==> src/rtl/lap_stack_ctrl_if.sv <==
// lap_stack_ctrl_if: push/pop bus between the lap sequencer and its LIFO memory
interface lap_stack_ctrl_if #(parameter int WIDTH = 12);
    logic             mem_write;
    logic             mem_read;
    logic [WIDTH-1:0] mem_data;
    logic [WIDTH-1:0] mem_out;
    modport master (output mem_write, mem_read, mem_data, input mem_out);
    modport slave (input mem_write, mem_read, mem_data, output mem_out);
endinterface

==> src/rtl/lap_stack_ctrl.sv <==
// lap_stack_ctrl: turns lap/recall/clear pulses into push/pop strobes for the lap LIFO and holds recalled values on the display
module lap_stack_ctrl #(
    parameter int WIDTH       = 12,
    parameter int DEPTH       = 3,
    parameter int SHOW_CYCLES = 10
) (
    input  logic                       clk,
    input  logic                       nrst,
    input  logic [WIDTH-1:0]           count_in_i,
    input  logic                       lap_req_i,
    input  logic                       recall_req_i,
    input  logic                       clr_req_i,
    lap_stack_ctrl_if.master           bus,
    output logic [$clog2(DEPTH+1)-1:0] occupancy_o,
    output logic                       full_o,
    output logic                       empty_o,
    output logic                       busy_o,
    output logic                       disp_sel_o,
    output logic [WIDTH-1:0]           disp_value_o,
    output logic                       err_full_o,
    output logic                       err_empty_o
);
    localparam int OW = $clog2(DEPTH + 1);
    localparam int CW = $clog2(SHOW_CYCLES + 1);

    typedef enum logic [2:0] {IDLE, PUSH, POP, SHOW, CLEAR} state_t;

    state_t           state_q, state_d;
    logic [OW-1:0]    occ_q, occ_d;
    logic [CW-1:0]    cnt_q, cnt_d;
    logic [WIDTH-1:0] data_q, data_d, disp_q, disp_d;
    logic             err_full_q, err_full_d, err_empty_q, err_empty_d;

    always_ff @(posedge clk or negedge nrst) begin
        if (!nrst) begin
            state_q     <= IDLE;
            occ_q       <= '0;
            cnt_q       <= '0;
            data_q      <= '0;
            disp_q      <= '0;
            err_full_q  <= 1'b0;
            err_empty_q <= 1'b0;
        end else begin
            state_q     <= state_d;
            occ_q       <= occ_d;
            cnt_q       <= cnt_d;
            data_q      <= data_d;
            disp_q      <= disp_d;
            err_full_q  <= err_full_d;
            err_empty_q <= err_empty_d;
        end
    end

    always_comb begin
        state_d     = state_q;
        occ_d       = occ_q;
        cnt_d       = cnt_q;
        data_d      = data_q;
        disp_d      = disp_q;
        err_full_d  = 1'b0;
        err_empty_d = 1'b0;
        case (state_q)
            IDLE: begin
                if (clr_req_i) begin
                    state_d = CLEAR;
                end else if (lap_req_i) begin
                    err_full_d = full_o;
                    data_d     = full_o ? data_q : count_in_i;
                    state_d    = full_o ? IDLE : PUSH;
                end else if (recall_req_i) begin
                    err_empty_d = empty_o;
                    state_d     = empty_o ? IDLE : POP;
                end
            end
            PUSH: begin
                occ_d   = occ_q + OW'(1);
                state_d = IDLE;
            end
            POP: begin
                occ_d   = occ_q - OW'(1);
                disp_d  = bus.mem_out;
                cnt_d   = CW'(SHOW_CYCLES);
                state_d = SHOW;
            end
            SHOW: begin
                cnt_d   = clr_req_i ? '0 : cnt_q - CW'(1);
                state_d = clr_req_i ? CLEAR : (cnt_q == CW'(1) ? IDLE : SHOW);
            end
            CLEAR: begin
                // one pop per stored entry, then one idle-strobe cycle before leaving
                occ_d   = empty_o ? occ_q : occ_q - OW'(1);
                state_d = empty_o ? IDLE : CLEAR;
            end
            default: state_d = IDLE;
        endcase
    end

    assign full_o        = occ_q == OW'(DEPTH);
    assign empty_o       = occ_q == '0;
    assign occupancy_o   = occ_q;
    assign busy_o        = state_q != IDLE;
    assign disp_sel_o    = state_q == SHOW;
    assign disp_value_o  = disp_q;
    assign err_full_o    = err_full_q;
    assign err_empty_o   = err_empty_q;
    assign bus.mem_write = state_q == PUSH;
    assign bus.mem_read  = state_q == POP || (state_q == CLEAR && !empty_o);
    assign bus.mem_data  = data_q;
endmodule

==> src/flat_wrapper.sv <==
// flat-port wrapper written by rule: the top's interface ports become plain ports
module lap_stack_ctrl_flat 
#(
    parameter int WIDTH       = 12,
    parameter int DEPTH       = 3,
    parameter int SHOW_CYCLES = 10
)
  (clk, nrst, count_in_i, lap_req_i, recall_req_i, clr_req_i, occupancy_o, full_o, empty_o, busy_o, disp_sel_o, disp_value_o, err_full_o, err_empty_o, bus_mem_write, bus_mem_read, bus_mem_data, bus_mem_out);
  lap_stack_ctrl_if #(.WIDTH(WIDTH)) bus_i ();
  input  logic clk;
  input  logic nrst;
  input  logic [WIDTH-1:0] count_in_i;
  input  logic lap_req_i;
  input  logic recall_req_i;
  input  logic clr_req_i;
  output logic [$clog2(DEPTH+1)-1:0] occupancy_o;
  output logic full_o;
  output logic empty_o;
  output logic busy_o;
  output logic disp_sel_o;
  output logic [WIDTH-1:0] disp_value_o;
  output logic err_full_o;
  output logic err_empty_o;
  output wire logic [$bits(bus_i.mem_write)-1:0] bus_mem_write;
  output wire logic [$bits(bus_i.mem_read)-1:0] bus_mem_read;
  output wire logic [$bits(bus_i.mem_data)-1:0] bus_mem_data;
  input wire logic [$bits(bus_i.mem_out)-1:0] bus_mem_out;
  assign bus_mem_write = bus_i.mem_write;
  assign bus_mem_read = bus_i.mem_read;
  assign bus_mem_data = bus_i.mem_data;
  assign bus_i.mem_out = bus_mem_out;
  lap_stack_ctrl #(.WIDTH(WIDTH), .DEPTH(DEPTH), .SHOW_CYCLES(SHOW_CYCLES)) u_core (.clk(clk), .nrst(nrst), .count_in_i(count_in_i), .lap_req_i(lap_req_i), .recall_req_i(recall_req_i), .clr_req_i(clr_req_i), .bus(bus_i), .occupancy_o(occupancy_o), .full_o(full_o), .empty_o(empty_o), .busy_o(busy_o), .disp_sel_o(disp_sel_o), .disp_value_o(disp_value_o), .err_full_o(err_full_o), .err_empty_o(err_empty_o));
endmodule
==> config.mk <==
export PLATFORM = sky130hd
export DESIGN_NAME = lap_stack_ctrl_flat
export DESIGN_NICKNAME = d
export VERILOG_FILES = /design/src/rtl/lap_stack_ctrl_if.sv /design/src/rtl/lap_stack_ctrl.sv /design/src/flat_wrapper.sv
export SDC_FILE = /design/constraint.sdc
export NUM_CORES = 1
export LEC_CHECK = 0
export BUFFER_PORTS_ARGS = -buffer_cell sky130_fd_sc_hd__clkbuf_2
export CAP_MARGIN = 20
export CORE_ASPECT_RATIO = 0.6
export CORE_MARGIN = 2
export CORE_UTILIZATION = 35
export CTS_BUF_LIST = sky130_fd_sc_hd__clkbuf_8
export DETAILED_ROUTE_END_ITERATION = 10
export PLACE_DENSITY = 0.6
export SLEW_MARGIN = 10
export SYNTH_ARGS = -nofsm -noshare
export SYNTH_HDL_FRONTEND = slang
export SYNTH_SLANG_ARGS = --single-unit
export TNS_END_PERCENT = 10
==> constraint.sdc <==
create_clock -name clk -period 1.8 [get_ports clk]
set_input_delay 0.36 -clock clk [delete_from_list [all_inputs] [get_ports clk]]
set_output_delay 0.36 -clock clk [all_outputs]
set_load 0.01 [all_outputs]
==> results of run 1 <==
report_power, final:
part / leakage, nW / switching, mW / internal [mW]
clock network: 0.0557 / 0.256 / 0.343
logic: 0.591 / 0.709 / 0.819
registers: 0.427 / 0.323 / 1.16
timing repair:
action                     in CTS  in global routing
setup endpoints to repair       2                  3
resized for setup               2                  2
pin swaps                       0                  0
state kept, by name, indices dropped and copies added, names as in the netlist:
| register | flops |
|---|---|
| u_core.err_empty_o | 1 |
| u_core.bus.mem_data | 12 |
| u_core.err_full_o | 1 |
| u_core.occupancy_o | 2 |
| u_core.disp_value_o | 12 |
| u_core.state_q | 3 |
| u_core.cnt_q | 4 |
area by class of cell:
| type | instances | area, µm² | area share, % |
|---|---|---|---|
| sequential | 35 | 880 | 41.6 |
| clock buffer | 7 | 96.3 | 4.56 |
| timing repair buffer | 65 | 333 | 15.8 |
| multi-input combinational | 83 | 709 | 33.6 |
| clock inverter | 1 | 3.75 | 0.178 |
| inverter | 3 | 11.3 | 0.533 |
| tap | 63 | 78.8 | 3.73 |
cell families after synthesis:
kind of cell             Yosys count
multiplexers                      25
AO/OA/AOI/OAI                     19
XOR/XNOR                           1
flip-flops                        35
adder cells (fa/ha/maj)            2
AND/OR/NAND/NOR                   36
buffers and inverters              9
layer usage:
metal | wire (µm) | track usage (%) | up-vias
li1 | - | - | 581
met1 | 1470 | 18.1 | 578
met2 | 1430 | 20.2 | 37
met3 | 183 | 4.10 | 6
met4 | 46 | 5.76 | 0
met5 | 0 | 0 | -
worst max-delay path, stage by stage, from the launching register on:
cell and delay, ps:
dfrtp_2 490, and2b_1 290, and2_1 150, clkbuf_2 120
worst min-delay path by stage:
stage | start | endpoint | slack, ps | cells past startpoint
2_1_floorplan | nrst | u_core.bus.mem_data[0]$_DFFE_PN0P_ | 60 | 0
3_3_place_gp | nrst | u_core.disp_value_o[4]$_DFFE_PN0P_ | 310 | 1
3_5_place_dp | nrst | u_core.disp_value_o[2]$_DFFE_PN0P_ | 320 | 1
4_1_cts | nrst | u_core.disp_value_o[2]$_DFFE_PN0P_ | 9 | 1
5_1_grt | nrst | u_core.state_q[2]$_DFFE_PN0P_ | 30 | 1
6_report | nrst | u_core.disp_value_o[3]$_DFFE_PN0P_ | 6 | 1
through the flow:
step	instances	hold slack, ps	worst slack, ps
global route	257	32.7	3.03
detailed placement	249	324	164
floorplan	127	64.4	399
CTS	257	8.54	8.53
global placement	249	315	219
finish	257	6.41	107
layout by cell type, fill, tap and decap left out, types with 2 or more instances in the layout:
cell type  instances
clkbuf_2          62
dfrtp_1           32
o21ai_0            9
mux2_1             9
mux2_4             9
nand2_1            8
mux2_2             7
clkbuf_8           7
nor2_1             5
inv_1              4
nor3b_1            4
buf_4              3
dfrtp_2            3
nor2_4             2
nor3_1             2
nand3_1            2
ha_1               2
==> out/qor.csv, run 1 <==
stage,metric,value,unit
floorplan,die_w,92.5,µm
critical_path,crit_type,flip-flop to output pin,
clock_network,cts.htree.levels,2,
sta,min_period_over_period,94.1,%
synth,syn_nets,158,
synth,syn_inst,127,
power_and_ir_drop,p_per_area,1710,nW/µm²
clock_network,clock_path_buffers,2,
synth,yosysWarnings,0,
grt,grt_pass1_wl,5.51,mm
synth,synthXorXnorAreaFrac,0.532,%
cells_and_area,fin_nets,224,
synth,synth_top_area_cell,dfrtp_1,
sta,fin_worst_skew,3.65,ps
sta,tns,0,ps
cells_and_area,drive_gt1_share,49.5,%
critical_path,r2r_start,u_core.state_q[2]$_DFFE_PN0P_,
synth,yosysSeqAreaShare,53.2,%
placement,dpl-instance-area,2000,µm²
run_status,status,completed,
drt,drtPass1Iterations,4,
synth,synth-simple-area-share,14.1,%
placement,io_buffers,62,
grt,antenna_found_initial,0,
synth,synth_edf_count,0,
drt,drc_errors,0,
critical_path,cp-end-kind,output pin,
floorplan,row_count,19,
synth,synth-seq-cells,35,
sta,max_freq,591,MHz
cells_and_area,diodes,0,
synth,yosys-mux-area-fraction,19.2,%
clock_network,cts_setup_buffers,0,
clock_network,cts_root_buffer,clkbuf_8,
synth,async_flop_share,100,%
clock_network,clk-insertion-delay-late,280,ps
power_and_ir_drop,ir_worst_vdd,0.698,mV
sta,hold_violations,0,
synth,synth.area.top_cells,"dfrtp_1 (53%), mux2_4 (8.2%), mux2_1 (6.2%)",
floorplan,top_level_ports,63,
sta,worst_pin_slew,433,ps
sta,setup_viol,0,
drt,first_iter_violations,46,
synth,yosysMostFrequentCell,dfrtp_1,
power_and_ir_drop,p_total,3.61,mW
cells_and_area,fin_util,46.5,%
placement,place_hpwl,2.46,mm
sta,fin_crit,1690,ps
clock_network,clkSinkCount,35,
drt,via_count,1202,
synth,synth_top_area_share,53.2,%
critical_path,cp-startpoint,u_core.state_q[2]$_DFFE_PN0P_,
critical_path,crit_path_max_fanout,14,
grt,grt_pass1_vias,1175,
critical_path,r2r_cells,3,
critical_path,cp-start-kind,flip-flop,
min_path,worstHoldPathType,input pin to asynchronous set/reset pin,
clock_network,cts-buffers-inserted,5,
floorplan,coreArea,4540,µm²
power_and_ir_drop,p_leak,1.07,nW
cells_and_area,areaGrowthSynthToFinish,28.4,%
sta,rsz0062_at_grt,false,
clock_network,holdBufCountCts,0,
cells_and_area,fillCellCount,420,
critical_path,cp.arrival,1330,ps
drt,final_antenna_net_count,0,
synth,synth_top_family_by_area,multiplexers,
synth,synthAdderAreaFrac,1.52,%
critical_path,cp-endpoint,disp_sel_o,
critical_path,reg2reg_to,u_core.bus.mem_data[9]$_DFFE_PN0P_,
critical_path,cp_data_required_time,1440,ps
sta,finalMaxSlewViolations,0,
placement,place.gp.congestion,0.811,
critical_path,rrSetupSlack,220,ps
cells_and_area,final_area,2110,µm²
synth,synthDistinctLibCells,40,
clock_network,cts_tree,done,
grt,grt_max_degree,19,
floorplan,start_util,36.2,%
drt,wl_per_cell,12.2,µm
floorplan,die-area,5280,µm²
synth,synth.top_cells.by_count,"dfrtp_1 (35), mux2_1 (9), mux2_4 (9), o21ai_0 (9), nand2_1 (8)",
synth,syn_avg_cell_area,13.0,µm²
flow_run,cap_violations,0,
synth,synthFlopType,dfrtp_1,
sta,maxSlewHeadroom,71.1,%
clock_network,path_clk_slew,70,ps
floorplan,die_h,57.1,µm
grt,grt_remaining_overflow,0,
synth,synth-compound-area-share,7.45,%
drt,routed_wl,3.13,mm
drt,routed_via_density,4.68,
grt,grt_use_total,13.4,%
synth,synthesis.area,1650,µm²
No activity file was read; power rests on OpenSTA's default activity.
==> run 2, diff against run 1 <==
- CAP_MARGIN: 20 -> unset
- CORE_ASPECT_RATIO: 0.6 -> 0.7
- REMOVE_ABC_BUFFERS: unset -> 1
==> run 2 against run 1 <==
Net effect:
- the run now ends with hold timing left
- total power grew 0.72%
- die area shrank 0.17%
- wire length grew 8.3%
- design area shrank 0.89%
- non-clock buffer count shrank 1
- worst setup slack lost 12 ps
- hold slack lost 11 ps
- critical path type unchanged
- largest cell class unchanged
- highest routed layer unchanged
==> out/qor.csv, run 2 (synthesis results as in run 1) <==
stage,metric,value,unit,change
run_status,status,"finished, violations left",,was completed
run_status,violations,hold timing,,
sta,fin_crit,1710,ps,was 1690 ps
drt,drtPass1Iterations,4,,unchanged
critical_path,reg2reg_to,u_core.bus.mem_data[11]$_DFFE_PN0P_,,was u_core.bus.mem_data[9]$_DFFE_PN0P_
grt,met1_usage,18.9,%,was 18.1%
power_and_ir_drop,p_leak,1.06,nW,was 1.07 nW
grt,grtUsageMet2,20.9,%,was 20.2%
cells_and_area,final_cell_mix,"clkbuf_2 (62), dfrtp_1 (32), mux2_1 (9), mux2_4 (9)",,"was clkbuf_2 (62), dfrtp_1 (32), o21ai_0 (9), mux2_1 (9), mux2_4 (9)"
grt,grt_max_degree,19,,unchanged
critical_path,cp-start-kind,flip-flop,,unchanged
grt,grt_use_total,14.2,%,was 13.4%
min_path,worstHoldPathType,input pin to asynchronous set/reset pin,,unchanged
clock_network,clock_path_buffers,2,,unchanged
sta,holdWs,-4.67,ps,was 6.41 ps
clock_network,holdBufCountCts,0,,unchanged
grt,globalRoute.busiestLayer,met2,,unchanged
clock_network,cts.htree.levels,2,,unchanged
power_and_ir_drop,ir_worst_vdd,0.708,mV,was 0.698 mV
sta,worst_pin_slew,424,ps,was 433 ps
drt,via_count,1205,,was 1202
sta,max_freq,586,MHz,was 591 MHz
critical_path,cp_data_required_time,1440,ps,about the same
sta,min_period_over_period,94.7,%,was 94.1%
cells_and_area,areaGrowthSynthToFinish,27.2,%,was 28.4%
clock_network,cts-buffers-inserted,5,,unchanged
grt,grt_pass1_wl,5.61,mm,was 5.51 mm
sta,hold_violations,17,,was 0
clock_network,cts_tree,done,,unchanged
grt,antenna_found_initial,0,,unchanged
sta,fin_worst_skew,6.94,ps,was 3.65 ps
clock_network,path_clk_slew,70,ps,about the same
critical_path,cp-end-kind,output pin,,unchanged
drt,wl_per_cell,13.7,µm,was 12.2 µm
clock_network,cts_root_buffer,clkbuf_8,,unchanged
critical_path,cp.arrival,1350,ps,was 1330 ps
floorplan,coreArea,4430,µm²,was 4540 µm²
floorplan,die_w,86.0,µm,was 92.5 µm
sta,rsz0062_at_grt,false,,unchanged
cells_and_area,diodes,0,,unchanged
drt,final_antenna_net_count,0,,unchanged
sta,maxSlewHeadroom,71.4,%,was 71.1%
critical_path,r2r_start,u_core.state_q[2]$_DFFE_PN0P_,,unchanged
flow_run,cap_violations,0,,unchanged
grt,met3_usage,6.03,%,was 4.10%
drt,drc_errors,0,,unchanged
cells_and_area,drive_gt1_share,49.7,%,was 49.5%
floorplan,start_util,37.1,%,was 36.2%
floorplan,die-area,5270,µm²,was 5280 µm²
critical_path,crit_type,flip-flop to output pin,,unchanged
power_and_ir_drop,p_per_area,1740,nW/µm²,was 1710 nW/µm²
critical_path,r2r_cells,3,,unchanged
drt,first_iter_violations,118,,was 46
placement,io_buffers,62,,unchanged
critical_path,crit_path_max_fanout,14,,unchanged
cells_and_area,fin_nets,223,,was 224
placement,place.gp.congestion,0.788,,was 0.811
placement,place_hpwl,2.53,mm,was 2.46 mm
clock_network,clkSinkCount,35,,unchanged
drt,routed_via_density,4.86,,was 4.68
floorplan,die_h,61.4,µm,was 57.1 µm
floorplan,row_count,20,,was 19
cells_and_area,fin_util,47.3,%,was 46.5%
sta,tns,0,ps,unchanged
grt,grt_remaining_overflow,0,,unchanged
sta,setup_viol,0,,unchanged
cells_and_area,final_common_cell,clkbuf_2,,unchanged
critical_path,rrSetupSlack,220,ps,about the same
drt,routed_wl,3.39,mm,was 3.13 mm
floorplan,top_level_ports,63,,unchanged
sta,finalMaxSlewViolations,0,,unchanged
grt,grt_pass1_vias,1201,,was 1175
clock_network,clk-insertion-delay-late,280,ps,about the same
[run 2: cell count changes in the layout (fill, tap and decap cells not counted), sizes merged]
| cell | change |
|---|---|
| buf | -1 |
| clkbuf | -1 |
| clkinv | +1 |
| clkinvlp | +1 |
| inv | -1 |
[run 2: power by group]
group          internal, mW  switching, mW
clock                 0.312          0.288
sequential             1.15          0.343
combinational         0.815          0.720
[run 2: routing by layer]
metal / part of all wire (%) / vias to the layer above / wire length (µm)
met5: 0 / - / 0
met4: 1.2 / 0 / 42
met3: 6.7 / 6 / 229
met2: 45 / 45 / 1520
met1: 47 / 575 / 1610
li1: - / 579 / -
[run 2: metrics by stage]
step | instance area (µm²) | setup WS (ps) | std cells | power, mW
5_1_grt | 2090 | 16.3 | 248 | 3.90
4_1_cts | 2090 | 10.9 | 248 | 3.66
6_report | 2090 | 94.7 | 248 | 3.63
3_3_place_gp | 1990 | 224 | 240 | 2.98
3_5_place_dp | 1990 | 142 | 240 | 3.03
2_1_floorplan | 1590 | 327 | 121 | 2.42
[run 2: worst max path at each step]
stage                                        startpoint  slack (ps)  depth (start not counted)                                   to
after floorplan           u_core.state_q[2]$_DFFE_PN0P_         330                          3  u_core.disp_value_o[10]$_DFFE_PN0P_
after global placement    u_core.state_q[2]$_DFFE_PN0P_         220                          3   u_core.disp_value_o[9]$_DFFE_PN0P_
after detailed placement  u_core.state_q[2]$_DFFE_PN0P_         140                          3  u_core.disp_value_o[10]$_DFFE_PN0P_
after CTS                 u_core.state_q[0]$_DFFE_PN0P_          10                          2                               busy_o
after global routing      u_core.state_q[2]$_DFFE_PN0P_          20                          4                         bus_mem_read
final                     u_core.state_q[2]$_DFFE_PN0P_          90                          3                           disp_sel_o
[run 2: timing repair]
item                                    CTS  global route
resized for setup                         2             3
hold endpoints to repair                  0             0
endpoints found under the setup margin    1             4
setup buffers                             0             0
pin swaps                                 0             0
[run 2: critical path, stage by stage, from the launching register on]
cell      delay [ps]
dfrtp_2          500
and2b_1          290
and2_1           140
clkbuf_2         130
[run 2: final cells by class]
type	instances	area [µm²]
fill	387	2340
tap	55	68.8
timing repair buffer	64	325
inverter	3	11.3
clock inverter	2	16.3
clock buffer	6	82.6
multi-input combinational	83	709
sequential	35	880
